File: src/rtl/conv_loop_ctrl.sv
// Self-sequencing convolution loop controller: walks m/r/c/n/i/j, one tap per cycle, and
// drives MAC and output-buffer control through a stall-aware delay line. Optional CONV_PERF_CNT_EN adds cycle_count.
module conv_loop_ctrl #(
  parameter int IN_SIZE = 32,
  parameter int IN_CH   = 1,
  parameter int OUT_CH  = 6,
  parameter int K       = 5,
  parameter int ADDR_W  = 16,
  parameter int RD_LAT  = 2,
  parameter int ACC_LAT = 1
) (
  input  logic              clock,
  input  logic              reset,
  input  logic              start,
  input  logic              stall,
  output logic              busy,
  output logic              done,
  output logic [ADDR_W-1:0] ifm_addr,
  output logic [ADDR_W-1:0] weight_addr,
  output logic              addr_valid,
  output logic              acc_clear,
  output logic              acc_en,
  output logic              out_we,
  output logic [ADDR_W-1:0] out_addr
`ifdef CONV_PERF_CNT_EN
  ,
  output logic [31:0]       cycle_count
`endif
);

  localparam int OUT_SIZE = IN_SIZE - K + 1;
  localparam int TAPS     = IN_CH * K * K;
  localparam int DLY      = RD_LAT + ACC_LAT;

  localparam longint ADDR_LIM = longint'(1) << ADDR_W;
  localparam longint IFM_MAX  = longint'(IN_CH) * IN_SIZE * IN_SIZE - 1;
  localparam longint WGT_MAX  = longint'(OUT_CH) * TAPS - 1;
  localparam longint OUT_MAX  = longint'(OUT_CH) * OUT_SIZE * OUT_SIZE - 1;

  if (IFM_MAX >= ADDR_LIM || WGT_MAX >= ADDR_LIM || OUT_MAX >= ADDR_LIM) begin : g_addr_chk
    $error("conv_loop_ctrl: ADDR_W too narrow for the address range");
  end
  if (RD_LAT < 1 || ACC_LAT < 1) begin : g_lat_chk
    $error("conv_loop_ctrl: RD_LAT and ACC_LAT must be at least 1");
  end

  localparam logic [31:0] K_M1   = 32'(K - 1);
  localparam logic [31:0] IC_M1  = 32'(IN_CH - 1);
  localparam logic [31:0] OC_M1  = 32'(OUT_CH - 1);
  localparam logic [31:0] OS_M1  = 32'(OUT_SIZE - 1);
  localparam logic [31:0] IN_U   = 32'(IN_SIZE);
  localparam logic [31:0] IN_SQ  = 32'(IN_SIZE * IN_SIZE);
  localparam logic [31:0] OS_U   = 32'(OUT_SIZE);
  localparam logic [31:0] OS_SQ  = 32'(OUT_SIZE * OUT_SIZE);
  localparam logic [31:0] TAPS_U = 32'(TAPS);
  localparam logic [31:0] KK_U   = 32'(K * K);
  localparam logic [31:0] K_U    = 32'(K);

  typedef enum logic [1:0] {S_IDLE, S_RUN, S_DRAIN, S_DONE} state_t;

  function automatic logic [31:0] inc_wrap(input logic [31:0] v, input logic [31:0] last);
    return (v == last) ? 32'd0 : v + 32'd1;
  endfunction

  state_t            state_q, state_d;
  logic              busy_q, busy_d, done_q, done_d;
  logic [31:0]       m_q, m_d, r_q, r_d, c_q, c_d, n_q, n_d, i_q, i_d, j_q, j_d;
  logic [ADDR_W-1:0] ifm_q, ifm_d, wgt_q, wgt_d;

  // delay line: stage k holds the tap event issued k unstalled cycles ago
  logic [DLY:1]      vld_q, vld_d, pix_q, pix_d, fin_q, fin_d;
  logic [RD_LAT:1]   clr_q, clr_d;
  logic [ADDR_W-1:0] oad_q [1:DLY];
  logic [ADDR_W-1:0] oad_d [1:DLY];

  logic [DLY:0]      s_vld, s_pix, s_fin;
  logic [RD_LAT:0]   s_clr;
  logic [ADDR_W-1:0] s_oad [0:DLY];

  logic tap_v, final_we;
  logic cy_j, cy_i, cy_n, cy_c, cy_r;

  assign tap_v = (state_q == S_RUN);
  assign cy_j  = (j_q == K_M1);
  assign cy_i  = cy_j && (i_q == K_M1);
  assign cy_n  = cy_i && (n_q == IC_M1);
  assign cy_c  = cy_n && (c_q == OS_M1);
  assign cy_r  = cy_c && (r_q == OS_M1);

  always_comb begin
    s_vld    = {vld_q, tap_v};
    s_pix    = {pix_q, cy_n};
    s_fin    = {fin_q, cy_r && (m_q == OC_M1)};
    s_clr    = {clr_q, (n_q == 32'd0) && (i_q == 32'd0) && (j_q == 32'd0)};
    s_oad[0] = ADDR_W'(m_q * OS_SQ + r_q * OS_U + c_q);
    for (int k = 1; k <= DLY; k++) s_oad[k] = oad_q[k];
  end

  assign busy        = busy_q;
  assign done        = done_q;
  assign ifm_addr    = ifm_q;
  assign weight_addr = wgt_q;
  assign addr_valid  = tap_v & ~stall;
  assign acc_en      = s_vld[RD_LAT] & ~stall;
  assign acc_clear   = s_vld[RD_LAT] & s_clr[RD_LAT] & ~stall;
  assign out_we      = s_vld[DLY] & s_pix[DLY] & ~stall;
  assign out_addr    = s_oad[DLY];
  assign final_we    = out_we & s_fin[DLY];

  always_comb begin
    state_d = state_q;
    busy_d  = busy_q;
    done_d  = done_q;
    m_d = m_q; r_d = r_q; c_d = c_q; n_d = n_q; i_d = i_q; j_d = j_q;
    ifm_d   = ifm_q;
    wgt_d   = wgt_q;
    vld_d   = vld_q;
    pix_d   = pix_q;
    fin_d   = fin_q;
    clr_d   = clr_q;
    oad_d   = oad_q;

    if (!stall) begin
      for (int k = 1; k <= DLY; k++) begin
        vld_d[k] = s_vld[k-1];
        pix_d[k] = s_pix[k-1];
        fin_d[k] = s_fin[k-1];
        oad_d[k] = s_oad[k-1];
      end
      for (int k = 1; k <= RD_LAT; k++) clr_d[k] = s_clr[k-1];
    end

    case (state_q)
      S_IDLE: begin
        if (start) begin
          state_d = S_RUN;
          busy_d  = 1'b1;
          m_d = '0; r_d = '0; c_d = '0; n_d = '0; i_d = '0; j_d = '0;
          ifm_d   = '0;
          wgt_d   = '0;
        end
      end
      S_RUN: begin
        if (!stall) begin
          j_d = inc_wrap(j_q, K_M1);
          i_d = cy_j ? inc_wrap(i_q, K_M1)  : i_q;
          n_d = cy_i ? inc_wrap(n_q, IC_M1) : n_q;
          c_d = cy_n ? inc_wrap(c_q, OS_M1) : c_q;
          r_d = cy_c ? inc_wrap(r_q, OS_M1) : r_q;
          m_d = cy_r ? inc_wrap(m_q, OC_M1) : m_q;
          ifm_d = ADDR_W'(n_d * IN_SQ + (r_d + i_d) * IN_U + c_d + j_d);
          wgt_d = ADDR_W'(m_d * TAPS_U + n_d * KK_U + i_d * K_U + j_d);
          if (s_fin[0]) state_d = S_DRAIN;
        end
      end
      S_DRAIN: begin
        if (final_we) begin
          state_d = S_DONE;
          busy_d  = 1'b0;
          done_d  = 1'b1;
        end
      end
      S_DONE: begin
        state_d = S_IDLE;
        done_d  = 1'b0;
      end
      default: state_d = S_IDLE;
    endcase
  end

  always_ff @(posedge clock) begin
    if (reset) begin
      state_q <= S_IDLE;
      busy_q  <= 1'b0;
      done_q  <= 1'b0;
      m_q <= '0; r_q <= '0; c_q <= '0; n_q <= '0; i_q <= '0; j_q <= '0;
      ifm_q   <= '0;
      wgt_q   <= '0;
      vld_q   <= '0;
      pix_q   <= '0;
      fin_q   <= '0;
      clr_q   <= '0;
      for (int k = 1; k <= DLY; k++) oad_q[k] <= '0;
    end else begin
      state_q <= state_d;
      busy_q  <= busy_d;
      done_q  <= done_d;
      m_q <= m_d; r_q <= r_d; c_q <= c_d; n_q <= n_d; i_q <= i_d; j_q <= j_d;
      ifm_q   <= ifm_d;
      wgt_q   <= wgt_d;
      vld_q   <= vld_d;
      pix_q   <= pix_d;
      fin_q   <= fin_d;
      clr_q   <= clr_d;
      for (int k = 1; k <= DLY; k++) oad_q[k] <= oad_d[k];
    end
  end

`ifdef CONV_PERF_CNT_EN
  logic [31:0] cnt_q, cnt_d;

  // counts through the DONE cycle so the total covers start-to-done inclusive
  always_comb begin
    cnt_d = cnt_q;
    if (state_q == S_IDLE) begin
      if (start) cnt_d = '0;
    end else begin
      cnt_d = cnt_q + 32'd1;
    end
  end

  always_ff @(posedge clock) begin
    if (reset) cnt_q <= '0;
    else       cnt_q <= cnt_d;
  end

  assign cycle_count = cnt_q;
`endif

endmodule

File: config.mk
export PLATFORM = sky130hd
export DESIGN_NAME = conv_loop_ctrl
export DESIGN_NICKNAME = d
export VERILOG_FILES = /design/src/rtl/conv_loop_ctrl.sv
export SDC_FILE = /design/constraint.sdc
export NUM_CORES = 1
export LEC_CHECK = 0
export ABC_AREA = 1
export CAP_MARGIN = 20
export CORE_MARGIN = 5
export CORE_UTILIZATION = 35
export DETAILED_ROUTE_END_ITERATION = 7
export PLACE_DENSITY = 0.6
export REMOVE_ABC_BUFFERS = 1
export SLEW_MARGIN = 25
export SYNTH_ARGS = -nofsm -noshare
export SYNTH_HDL_FRONTEND = slang
export SYNTH_SLANG_ARGS = --single-unit
File: constraint.sdc
create_clock -name clock -period 19.6 [get_ports clock]
set_input_delay 5.88 -clock clock [delete_from_list [all_inputs] [get_ports clock]]
set_output_delay 5.88 -clock clock [all_outputs]
set_load 0.005 [all_outputs]
==> results_dict.tcl, run 1 <==
set metrics [dict create \
    p_leak_nw 11.6 \
    vdd_ir_drop_max_v 0.0000529 \
    end_kind "output port" \
    crit_fanout 60 \
    finalPower_mw 1.65 \
    clk_latency_ns 0.56 \
    ys_warn_count 0 \
    synthCells 3328 \
    finClkSkew_ns 0.0212 \
    synthArstFlopShare 0 \
    fmax_ghz 0.0767 \
    vias 20700 \
    synth_most_common_cell "nand2_1" \
    cts_root_buf "clkbuf_16" \
    numCtsBuffers 35 \
    grt_max_degree 63 \
    min_period_over_period 0.666 \
    die_w_um 268 \
    pre_cts_ws_ns 6.55 \
    die_height_um 268 \
    dr.pass1.iters 8 \
    synth.cell_area_mm2 0.0233 \
    p_int_mw 1.10 \
    grt_pass1_vias 19200 \
    worst_pin_slew_ns 1.06 \
    cts_tree "built" \
    htree_levels 2 \
    numPlacedInstances 4163 \
    wl_um 64600 \
    cp_num_buf_inv 3 \
    slew_headroom 0.287 \
    antenna_cells 0 \
    drc 0 \
    antenna_found_initial 0 \
    final-setup-viol-count 0 \
    final-max-slew-violation-count 0 \
    dp_hpwl_um 50000 \
    period_needed_ns 13.04 \
    synth_edf_count 0 \
    startpoint_type "primary input" \
    clk_path_buf_depth 3 \
    ios 58 \
    syn_avg_cell_area_um2 6.99 \
    rows 94 \
    grt_use_total 0.178 \
    swShare 0.333 \
    crit_chain "buf_2, buf_4, nor2_1, clkdlybuf4s50_1" \
    via_per_inst 4.89 \
    grt_pass1_wl_um 105000 \
    drt_iter0_markers 1611 \
    p_seq_frac 0.366 \
    stdcell_count 4225 \
    power.density_mw_per_mm2 63.9 \
    synthTopCellsByArea "dfxtp_1 25%, fa_1 11%, nand2_1 10%, ha_1 10%, inv_1 9.7%" \
    post_cts_resized 0 \
    ant_nets 0 \
    switchingPower_mw 0.548 \
    overflow 0 \
    status "finished, final reports clean" \
    crit_type "in2out" \
    numPortBuffers 57 \
    cts_sinks 287 \
    power_frac_comb 0.207 \
    cts_hold_buf 0 \
    synth_cell_type_count 65 \
    core_mm2 0.0659 \
    finalHoldViolCount 0 \
    seq_area_frac_synth 0.247 \
    tns_ns 0 \
    layout-drive-gt1-share 0.0440 \
    synth_ff_type "dfxtp_1" \
    max_stage_delay_ns 0.56 \
    arrival_ns 7.16 \
    die_area_mm2 0.0717 \
    rsz0062_at_grt "false" \
    routabilityCongestion 0.924 \
    post-cts-setup-buffers 0 \
    p_clk_frac 0.426 \
    maxCapViolCount 0 \
    layout_setup_ws_ns 6.56 \
    yosysTopAreaCell "dfxtp_1" \
    nets 3657 \
    ys_ff_latch 287 \
    area_growth_pct 10.9 \
    critical-path-slowest-cell "clkdlybuf4s50_1" \
    crit_family "buffers and inverters" \
    start_util 0.353 \
    routedWlPerCell_um 15.3 \
    clk_pin_slew_ns 0.06 \
    synthTopCellsByCount "639 x nand2_1, 599 x inv_1, 337 x nor2_1" \
    hp-class "reg2reg" \
    yosysTopAreaCellShare 0.247 \
    required_ns 13.72 \
]
## metal layers
metal / wire length, um / GRT usage
met1: 31400 / 0.255
met2: 28300 / 0.284
met3: 3100 / 0.0233
met4: 1820 / 0.0518
met5: 0 / 0
## final timing paths
path,from,to,slack [ns],cells past startpoint
max,stall,addr_valid,6.56,4
min,oad_q[40]$_SDFFE_PP0N_,oad_q[24]$_SDFFE_PP0N_,0.46,2
max reg2reg,j_q[0]$_SDFFE_PP0P_,weight_addr[14]$_SDFFE_PP0P_,10.34,36
min reg2reg,oad_q[40]$_SDFFE_PP0N_,oad_q[24]$_SDFFE_PP0N_,0.46,2
## cells in the final DEF (no fill, tap or decap), drive strengths merged, types with 22 or more instances in the layout
| cell type | synthesis | layout |
|---|---|---|
| xor2 | 67 | 67 |
| nor2 | 355 | 355 |
| inv | 606 | 607 |
| nor3 | 89 | 89 |
| a21oi | 306 | 306 |
| nand4 | 79 | 79 |
| nand2 | 650 | 650 |
| clkdlybuf4s50 | 0 | 55 |
| fa | 126 | 126 |
| dfxtp | 287 | 287 |
| o21ai | 181 | 181 |
| clkbuf | 72 | 49 |
| nand3 | 114 | 114 |
| nor4 | 36 | 36 |
| xnor2 | 22 | 22 |
| ha | 191 | 191 |
## worst register-to-register path: cells and delay by family (launching register included)
kind                     cells  cell delay, ns
flip-flops                   1            0.34
AO/OA/AOI/OAI                5            0.69
XOR/XNOR                     1            0.24
adder cells (fa/ha/maj)      8            3.43
AND/OR/NAND/NOR             13            3.31
buffers and inverters        9            1.09
## metrics by stage
step	util	hold WS, ns	cell area (um2)
after floorplan	-	0.432	22800
final	0.392	0.457	25800
after global routing	0.392	0.473	25800
after CTS	0.392	0.459	25800
after global placement	0.373	0.450	24600
after detailed placement	0.373	0.455	24600
## state kept, by name, summed over array words and instances, names as in the netlist
name,count
busy,1
c_q,32
clr_q,2
done,1
fin_q,3
i_q,32
ifm_addr,16
j_q,32
m_q,32
n_q,32
oad_q,32
out_addr,16
pix_q,3
r_q,32
state_q,2
vld_q,3
weight_addr,16
## power groups by stage
stage | Clock, mW | Combinational, mW | Sequential, mW
6_report | 0.703 | 0.342 | 0.604
5_1_grt | 0.741 | 0.374 | 0.605
4_1_cts | 0.721 | 0.344 | 0.604
3_5_place_dp | 0 | 0.343 | 0.617
3_3_place_gp | 0 | 0.342 | 0.617
2_1_floorplan | 0 | 0.200 | 0.616
## layout make-up
type / instances / area, um2
Clock buffer: 49 / 1020
Clock inverter: 13 / 208
Fill cell: 6928 / 40100
Inverter: 608 / 2290
Multi-Input combinational cell: 2331 / 14800
Sequential cell: 287 / 5750
Tap cell: 864 / 1080
Timing Repair Buffer: 73 / 687
## cell families after synthesis
family          Yosys count  share of synthesized area
xor+xnor                 89                     0.0335
flops                   287                      0.247
compound gates          572                      0.134
buf+inv                 710                      0.119
simple gates           1353                      0.256
fa+ha+maj               317                      0.211
No activity file was read; power rests on OpenSTA's default activity.
==> run 2: changes to the inputs <==
Settings changed: PLACE_DENSITY 0.6 to 0.62.
Clock period 19.6 ns to 10.55 ns, I/O delays scaled along.
==> results_dict.tcl, run 2 (same netlist as run 1, synthesis figures left out) <==
set metrics [dict create \
    status "finished, final reports clean" \
    rows 94 \
    antenna_found_initial 0 \
    via_per_inst 4.98 \
    period_needed_ns 8.34 \
    ios 58 \
    die_w_um 268 \
    crit_path_frequent_cell "inv_1" \
    clk_latency_ns 0.57 \
    end_kind "flip-flop" \
    p_clk_frac 0.417 \
    swShare 0.345 \
    die_area_mm2 0.0717 \
    drt_iter0_markers 1715 \
    routabilityCongestion 0.930 \
    area_growth_pct 10.7 \
    drc 0 \
    numPortBuffers 57 \
    final-max-slew-violation-count 0 \
    grt_pass1_vias 19200 \
    min_period_over_period 0.791 \
    grt_pass1_wl_um 106000 \
    nets 3660 \
    grt_use_total 0.181 \
    finalPower_mw 3.01 \
    critical-path-slowest-cell "fa_1" \
    finalHoldViolCount 0 \
    crit_fanout 22 \
    numPlacedInstances 4164 \
    startpoint_type "flip-flop" \
    maxCapViolCount 0 \
    grt_max_degree 63 \
    post-cts-setup-buffers 0 \
    p_leak_nw 11.6 \
    layout-drive-gt1-share 0.0446 \
    start_util 0.353 \
    vias 21000 \
    arrival_ns 8.83 \
    worst_pin_slew_ns 1.00 \
    dp_hpwl_um 51400 \
    hp-class "reg2reg" \
    max_stage_delay_ns 0.54 \
    clk_pin_slew_ns 0.06 \
    routedWlPerCell_um 15.6 \
    core_mm2 0.0659 \
    switchingPower_mw 1.04 \
    cts_root_buf "clkbuf_16" \
    clk_path_buf_depth 3 \
    power_frac_comb 0.211 \
    tns_ns 0 \
    fmax_ghz 0.120 \
    p_seq_frac 0.372 \
    finClkSkew_ns 0.0251 \
    antenna_cells 0 \
    rsz0062_at_grt "false" \
    cts_tree "built" \
    final_cell_mix "639 x nand2_1, 597 x inv_1, 336 x nor2_1" \
    slew_headroom 0.331 \
    ant_nets 0 \
    post_cts_resized 0 \
    wl_um 66000 \
    overflow 0 \
    final_common_cell "nand2_1" \
    numCtsBuffers 37 \
    stdcell_count 4227 \
    htree_levels 2 \
    cts_hold_buf 0 \
    whs_ns 0.457 \
    final-setup-viol-count 0 \
    required_ns 11.04 \
    crit_type "reg2reg" \
    vdd_ir_drop_max_v 0.000133 \
    power.density_mw_per_mm2 117 \
    cts_sinks 287 \
    dr.pass1.iters 5 \
    die_height_um 268 \
    p_int_mw 1.97 \
]
-- run 2: power groups by stage --
| stage | Combinational, mW | Sequential (mW) | Clock [mW] |
|---|---|---|---|
| after floorplan | 0.372 | 1.14 | 0 |
| after global placement | 0.632 | 1.15 | 0 |
| final | 0.635 | 1.12 | 1.26 |
| after detailed placement | 0.633 | 1.15 | 0 |
| after CTS | 0.634 | 1.12 | 1.29 |
| after global routing | 0.688 | 1.13 | 1.34 |
-- run 2: final timing paths --
check                            from                      endpoint  slack [ns]  depth (start not counted)
max               j_q[0]$_SDFFE_PP0P_  weight_addr[14]$_SDFFE_PP0P_        2.21                         38
max reg2reg       j_q[0]$_SDFFE_PP0P_  weight_addr[14]$_SDFFE_PP0P_        2.21                         38
min          ifm_addr[3]$_SDFFE_PP0P_      ifm_addr[3]$_SDFFE_PP0P_        0.46                          2
min reg2reg  ifm_addr[3]$_SDFFE_PP0P_      ifm_addr[3]$_SDFFE_PP0P_        0.46                          2
-- run 2: through the flow --
step,area [um2],setup slack [ns],util
detailed placement,24600,2.35,0.373
global placement,24600,2.58,0.373
global route,25700,1.62,0.391
floorplan,22800,2.10,-
CTS,25700,2.32,0.391
finish,25700,2.21,0.391
-- run 2: layout make-up --
| cell class | instances | area [um2] |
|---|---|---|
| Multi-Input combinational cell | 2331 | 14800 |
| Inverter | 608 | 2290 |
| Sequential cell | 287 | 5750 |
| Fill cell | 6936 | 40100 |
| Timing Repair Buffer | 74 | 691 |
| Clock inverter | 17 | 181 |
| Clock buffer | 46 | 1000 |
| Tap cell | 864 | 1080 |
-- run 2: critical path, delay by kind of cell (launching register included) --
family | cells | cell delay (ns)
xor+xnor | 1 | 0.14
buf+inv | 9 | 0.97
simple gates | 17 | 3.12
compound gates | 3 | 0.34
fa+ha+maj | 8 | 3.32
flops | 1 | 0.33
-- run 2: per-layer routing --
metal | part of all wire | GRT usage | vias up
li1 | - | - | 10700
met1 | 0.48 | 0.260 | 9735
met2 | 0.44 | 0.290 | 533
met3 | 0.055 | 0.0232 | 75
met4 | 0.026 | 0.0489 | 0
met5 | 0 | 0 | -
